`src/rtl/pow_fp16_share_arb_pkg.sv`:
```
// Shared types for the FP16 pow-unit arbiter: operand type and in-flight tag.
package pow_arb_pkg;

    localparam int unsigned NUM_REQ_MAX = 8;
    // Sized for the largest supported requester count so every instance can share it.
    localparam int unsigned REQ_ID_W    = $clog2(NUM_REQ_MAX);

    typedef logic [15:0] fp16_t;

    typedef struct packed {
        logic                vld;
        logic [REQ_ID_W-1:0] id;
    } tag_t;

endpackage

```
`src/rtl/pow_rsp_fifo.sv`:
```
// Per-requester response FIFO: DEPTH x 16, registered valid, no fall-through, occupancy count.
module pow_rsp_fifo
    import pow_arb_pkg::*;
#(
    parameter int unsigned DEPTH = 4
) (
    input  logic                       clock,
    input  logic                       resetn,
    input  logic                       wr_en,
    input  fp16_t                      wr_data,
    input  logic                       rd_en,
    output logic                       rd_valid,
    output fp16_t                      rd_data,
    output logic [$clog2(DEPTH+1)-1:0] count
);

    localparam int unsigned PW = $clog2(DEPTH);
    localparam int unsigned CW = $clog2(DEPTH+1);

    fp16_t           mem_q [DEPTH];
    logic [PW-1:0]   wr_ptr_q;
    logic [PW-1:0]   rd_ptr_q;
    logic            pop;
    logic [CW-1:0]   count_d;

    assign pop     = rd_en & rd_valid;
    assign rd_data = mem_q[rd_ptr_q];

    always_comb begin
        count_d = count + CW'(wr_en) - CW'(pop);
    end

    always_ff @(posedge clock) begin
        if (!resetn) begin
            wr_ptr_q <= '0;
            rd_ptr_q <= '0;
            count    <= '0;
            rd_valid <= 1'b0;
        end else begin
            if (wr_en) wr_ptr_q <= wr_ptr_q + PW'(1);
            if (pop)   rd_ptr_q <= rd_ptr_q + PW'(1);
            count    <= count_d;
            rd_valid <= (count_d != '0);
        end
    end

    always_ff @(posedge clock) begin
        if (wr_en) mem_q[wr_ptr_q] <= wr_data;
    end

endmodule

```
`src/rtl/pow_fp16_share_arb.sv`:
```
// Round-robin sharing of one fixed-latency FP16 pow unit with credit-guarded response FIFOs.
// Optional POW_ARB_PERF_CNT_EN adds saturating busy/stall performance counters.
module pow_fp16_share_arb
    import pow_arb_pkg::*;
#(
    parameter int unsigned NUM_REQ    = 4,
    parameter int unsigned LAT        = 8,
    parameter int unsigned FIFO_DEPTH = 4
) (
    input  logic                    clock,
    input  logic                    resetn,
    input  logic [NUM_REQ-1:0]      req_valid,
    output logic [NUM_REQ-1:0]      req_ready,
    input  logic [16*NUM_REQ-1:0]   req_data,
    output logic [15:0]             pu_datain,
    input  logic [15:0]             pu_dataout,
    output logic [NUM_REQ-1:0]      rsp_valid,
    input  logic [NUM_REQ-1:0]      rsp_ready,
    output logic [16*NUM_REQ-1:0]   rsp_data
`ifdef POW_ARB_PERF_CNT_EN
    ,
    output logic [31:0]             perf_busy_cnt,
    output logic [31:0]             perf_stall_cnt
`endif
);

    localparam int unsigned IDW    = REQ_ID_W;
    localparam int unsigned CRED_W = $clog2(FIFO_DEPTH+1);

    logic [CRED_W-1:0] credit_q [NUM_REQ];
    logic [CRED_W-1:0] fifo_cnt [NUM_REQ];
    logic [IDW-1:0]    rr_ptr_q;
    logic [NUM_REQ-1:0] eligible;
    logic [NUM_REQ-1:0] grant;
    logic [NUM_REQ-1:0] pop;
    logic [NUM_REQ-1:0] fifo_wr;
    logic [IDW-1:0]    sel;
    logic              any_grant;
    fp16_t             issue_data;
    // Stage 0 sits alongside pu_datain; stages 1..LAT track the unit's pipeline.
    tag_t              tag_q [LAT+1];

    // Lowest eligible index overall is the wrap-around fallback; lowest at/after rr_ptr wins.
    always_comb begin
        eligible   = '0;
        grant      = '0;
        sel        = '0;
        any_grant  = 1'b0;
        issue_data = '0;
        for (int j = 0; j < NUM_REQ; j++) begin
            eligible[j] = resetn && req_valid[j] && (credit_q[j] != '0);
        end
        for (int j = NUM_REQ-1; j >= 0; j--) begin
            if (eligible[j]) begin
                sel       = IDW'(j);
                any_grant = 1'b1;
            end
        end
        for (int j = NUM_REQ-1; j >= 0; j--) begin
            if (eligible[j] && (IDW'(j) >= rr_ptr_q)) sel = IDW'(j);
        end
        for (int j = 0; j < NUM_REQ; j++) begin
            grant[j] = any_grant && (sel == IDW'(j));
            if (grant[j]) issue_data = req_data[16*j +: 16];
        end
    end

    assign req_ready = grant;
    assign pop       = rsp_valid & rsp_ready;

    always_comb begin
        fifo_wr = '0;
        for (int i = 0; i < NUM_REQ; i++) begin
            fifo_wr[i] = tag_q[LAT].vld && (tag_q[LAT].id == IDW'(i));
        end
    end

    always_ff @(posedge clock) begin
        if (!resetn) begin
            rr_ptr_q  <= '0;
            pu_datain <= '0;
            for (int k = 0; k <= LAT; k++) tag_q[k] <= '0;
        end else begin
            if (any_grant) begin
                rr_ptr_q  <= (sel == IDW'(NUM_REQ-1)) ? '0 : sel + IDW'(1);
                pu_datain <= issue_data;
            end
            tag_q[0].vld <= any_grant;
            tag_q[0].id  <= sel;
            for (int k = 1; k <= LAT; k++) tag_q[k] <= tag_q[k-1];
        end
    end

    always_ff @(posedge clock) begin
        if (!resetn) begin
            for (int i = 0; i < NUM_REQ; i++) credit_q[i] <= CRED_W'(FIFO_DEPTH);
        end else begin
            for (int i = 0; i < NUM_REQ; i++) begin
                if (grant[i] && !pop[i]) begin
                    credit_q[i] <= credit_q[i] - CRED_W'(1);
                end else if (!grant[i] && pop[i]) begin
                    credit_q[i] <= credit_q[i] + CRED_W'(1);
                end
            end
        end
    end

    for (genvar g = 0; g < NUM_REQ; g++) begin : g_fifo
        pow_rsp_fifo #(
            .DEPTH (FIFO_DEPTH)
        ) u_fifo (
            .clock    (clock),
            .resetn   (resetn),
            .wr_en    (fifo_wr[g]),
            .wr_data  (pu_dataout),
            .rd_en    (rsp_ready[g]),
            .rd_valid (rsp_valid[g]),
            .rd_data  (rsp_data[16*g +: 16]),
            .count    (fifo_cnt[g])
        );

        // Credits plus landed results can never exceed the FIFO size.
        always_ff @(posedge clock) begin
            if (resetn) begin
                assert (int'(credit_q[g]) + int'(fifo_cnt[g]) <= int'(FIFO_DEPTH));
            end
        end
    end

`ifdef POW_ARB_PERF_CNT_EN
    always_ff @(posedge clock) begin
        if (!resetn) begin
            perf_busy_cnt  <= '0;
            perf_stall_cnt <= '0;
        end else begin
            if (any_grant && (perf_busy_cnt != '1)) perf_busy_cnt <= perf_busy_cnt + 32'd1;
            // A valid request without a grant can only be blocked by zero credit.
            if ((|req_valid) && !any_grant && (perf_stall_cnt != '1)) begin
                perf_stall_cnt <= perf_stall_cnt + 32'd1;
            end
        end
    end
`endif

endmodule

```
`config.mk`:
```
export PLATFORM = sky130hd
export DESIGN_NAME = pow_fp16_share_arb
export DESIGN_NICKNAME = d
export VERILOG_FILES = /design/src/rtl/pow_fp16_share_arb_pkg.sv /design/src/rtl/pow_rsp_fifo.sv /design/src/rtl/pow_fp16_share_arb.sv
export SDC_FILE = /design/constraint.sdc
export NUM_CORES = 1
export LEC_CHECK = 0
export ABC_CLOCK_PERIOD_IN_PS = 3600
export BUFFER_PORTS_ARGS = -buffer_cell sky130_fd_sc_hd__buf_2
export CAP_MARGIN = 20
export CORE_MARGIN = 2
export CORE_UTILIZATION = 50
export CTS_BUF_LIST = sky130_fd_sc_hd__clkbuf_8 sky130_fd_sc_hd__clkbuf_16
export DETAILED_ROUTE_END_ITERATION = 8
export PLACE_DENSITY = 0.69
export RECOVER_POWER = 25
export SLEW_MARGIN = 20
export SYNTH_ARGS = -nofsm -noshare
export SYNTH_HDL_FRONTEND = slang
export SYNTH_SLANG_ARGS = --single-unit
```
`constraint.sdc`:
```
create_clock -name clock -period 3.6 [get_ports clock]
set_input_delay 0.36 -clock clock [delete_from_list [all_inputs] [get_ports clock]]
set_output_delay 0.36 -clock clock [all_outputs]
set_load 0.1 [all_outputs]
```
==> flow_summary.toml <==
[clocking]
cts.sink_count = 353
htree_num_levels = 2
post_cts.repair.setup_buffers = 0
clock_insertion_delay_worst_skew_ns = 0.51
tritoncts.num_buffers = 37
holdBufCountCts = 0
root_buffer = "sky130_fd_sc_hd__clkbuf_16"
post_cts_resize_count = 0
tritoncts = "yes"
clk_path_buf_depth = 3
clkTransAtPathRegs_ns = 0.06

[power]
power_frac_clock_pct = 30.1
power_spent_charging_and_discharging_nets_mw = 4.005
combinationalPowerShare_pct = 28.1
post-layout-total-power_mw = 11.43
leakagePower_nw = 5.877
cellPowerDensity_mw_per_mm2 = 699.5
sequentialPowerShare_pct = 41.9
swShare_pct = 35.03
p_int_mw = 7.427
vdd.ir_drop.worst_mv = 0.4798

[global_routing]
antenna_found_initial = 0
first_global_vias = 7421
grt_usage_pct = 17.94
overflow = 0
pin_count_of_the_biggest_net_entering_global_routing = 38
grt_first_pass_wirelength_mm = 40.19

[final_layout]
layout.nets = 1140
layout-area-overhead-vs-synth_pct = 17.01
drive_above_1_share_pct = 28.46
final_cell_mix = "sky130_fd_sc_hd__edfxtp_1, sky130_fd_sc_hd__buf_2, sky130_fd_sc_hd__dfxtp_1"
antenna-diode-count = 0
n_fill_cell = 2126
final_common_cell = "sky130_fd_sc_hd__edfxtp_1"
multi_input_area_mm2 = 0.003861
register_area_mm2 = 0.009749

[placement]
dpl.hpwl_mm = 16.97
routabilityCongestion = 0.8101
place_worst_setup_slack_ns = 0.3486
place.port_buffers = 177

[logic_synthesis]
async_flop_share_pct = 0
synthesis.instances = 833
count_of_flip_flops_with_a_built_in_enable_after_synthesis = 268
postSynthNetCount = 961
count_of_yosys_warnings_during_synthesis = 0
yosys_register_bits = 353
syn_std_cell_area_mm2 = 0.01397
seq_area_frac_synth_pct = 69.80
synth.lib_cells_used.distinct = 41
post_synth.cell_area_avg_um2 = 16.77
synth_flop_cell = "sky130_fd_sc_hd__edfxtp_1"

[detailed_routing]
detailedRoute.firstPassIterationCount = 5
postRouteAntennaNets = 0
detailed_route_iter0_violations = 518
drt-vias-per-instance = 5.234
wirelength_mm = 25.88
route.detailed.wl_per_inst_um = 18.25
drc = 0
detailroute.via_count = 7422

[sta]
setup-tns-final_ns = 0
skew_ns = 0.009919
achievable-frequency_mhz = 296.7
hold_viol_final = 0
slew-limit-headroom_pct = 40.78
fin_crit_sh_pct = 93.64
drv_slew = 0
max_slew.worst_pin.slew_ns = 0.8882
grt_setup_unrepaired = "false"
post-route-worst-setup-slack_ns = 0.2291
finalCriticalPeriod_ns = 3.371
report.final.setup_viol = 0

[worst_setup_path]
crit_family = "simple AND/OR/NAND/NOR gates"
critical-path-max-stage-delay_ns = 0.38
worstSetupStartpointType = "register"
critical_path.cell_chain = "inv_1 > ha_1 > ha_1 > nand3b_1 > o21ai_1 > and3_1 > ha_1 > buf_4 > and2_1 > buf_12"
setup.worst_path.class = "reg -> out"
critical_path_buf_inv_count = 3
arrival_ns = 3.01
timing.critical_path.required_ns = 3.24
critical_path_peak_fanout = 35
crit_slowest_cell = "sky130_fd_sc_hd__edfxtp_1"
cp-end-kind = "output port"
timing.critical_path.mode_cell = "sky130_fd_sc_hd__ha_1"

[floorplan]
row_count = 61
die-height_um = 171.1
die_w_um = 171.1
design.core.area_mm2 = 0.02763
initial_core_util_pct = 50.56
fp.dieArea_mm2 = 0.02929
num_io_pins = 178

[job]
max-cap-violations = 0

[worst_hold_path]
holdCritPathClass = "in -> reg"

[status]
run_status = "completed"
-- state kept, by name (all words and copies together), names as in the netlist, named ones only --
| name | count |
|---|---|
| g_fifo.u_fifo.mem_q | 256 |
| tag_q | 27 |
| pu_datain | 16 |
| credit_q | 12 |
| g_fifo.u_fifo.count | 12 |
| g_fifo.u_fifo.rd_ptr_q | 8 |
| g_fifo.u_fifo.wr_ptr_q | 8 |
| g_fifo.u_fifo.rd_valid | 4 |
| rr_ptr_q | 2 |
-- through the flow --
step	hold WS [ns]	utilization (%)	std cells	instance area [um2]
3_3_place_gp	0.4152	55.20	1351	15250
6_report	0.1197	59.16	1418	16340
4_1_cts	0.09190	59.22	1418	16360
2_1_floorplan	0.4119	-	833	13970
3_5_place_dp	0.4181	55.20	1351	15250
5_1_grt	0.1012	59.16	1418	16340
-- worst paths after layout --
check | from | to | slack, ns | cells after the start
worst max-delay path | credit_q[3][0]$_DFFE_PP_ | req_ready[1] | 0.23 | 10
worst min-delay path | req_data[49] | pu_datain[1]$_SDFFE_PN0P_ | 0.12 | 3
worst max register to register | credit_q[0][0]$_SDFFCE_PN0P_ | pu_datain[5]$_SDFFE_PN0P_ | 0.45 | 10
worst min register to register | tag_q[0][31]$_SDFF_PN0_ | tag_q[0][35]$_SDFF_PN0_ | 0.43 | 1
-- cell usage after synthesis (all sizes together) (7+ instances only) --
cell	number	area [um2]
a21o	8	60.06
buf	21	121.4
o21a	14	105.1
dfxtp	85	1702
ha	31	387.9
mux4	64	1441
clkbuf	28	105.1
fa	7	140.1
and2	68	425.4
nor2b	10	62.56
o21ai	19	95.09
nand2	28	105.1
a21oi	49	245.2
edfxtp	268	8048
nor2	8	30.03
xnor2	20	175.2
nand3	15	75.07
a22oi	13	97.59
inv	34	127.6
-- routing by layer --
layer | up-vias | routed length, um | share of wire, % | track usage (%)
met5 | - | 0 | 0 | 0
met4 | 0 | 499 | 1.9 | 5.122
met3 | 41 | 1700 | 6.6 | 4.279
met2 | 239 | 12680 | 49 | 30.15
met1 | 3646 | 10990 | 42 | 23.40
li1 | 3496 | - | - | -
-- power by group through the flow --
stage	Clock, mW	Sequential [mW]	Combinational (mW)
after global placement	0	4.86	3.20
after global routing	3.67	4.82	3.40
after floorplan	0	5.25	2.31
after CTS	3.51	4.79	3.24
final	3.44	4.79	3.21
after detailed placement	0	4.87	3.23
-- final cells by class --
type | instances | area share [%]
clock inverter | 27 | 0.8115
sequential | 353 | 59.65
inverter | 35 | 0.8038
multi-input combinational | 396 | 23.62
tap | 378 | 2.894
timing repair buffer | 189 | 6.231
clock buffer | 40 | 5.986
-- cells by family (layout without fill, tap and decap cells) --
group,count (synthesis),count (layout),synth area share (%)
AO/OA/AOI/OAI,126,126,5.993
flip-flops,353,353,69.80
buffers and inverters,84,291,2.562
XOR/XNOR,24,24,1.505
multiplexers,70,70,10.78
adder cells (fa/ha/maj),38,38,3.780
AND/OR/NAND/NOR,138,138,5.589
-- tightest hold or removal path: stages --
cell and delay (ns):
sky130_fd_sc_hd__buf_2 0.10, sky130_fd_sc_hd__nand2_1 0.05, sky130_fd_sc_hd__a31oi_1 0.07
(Power assumes the default switching activity.)
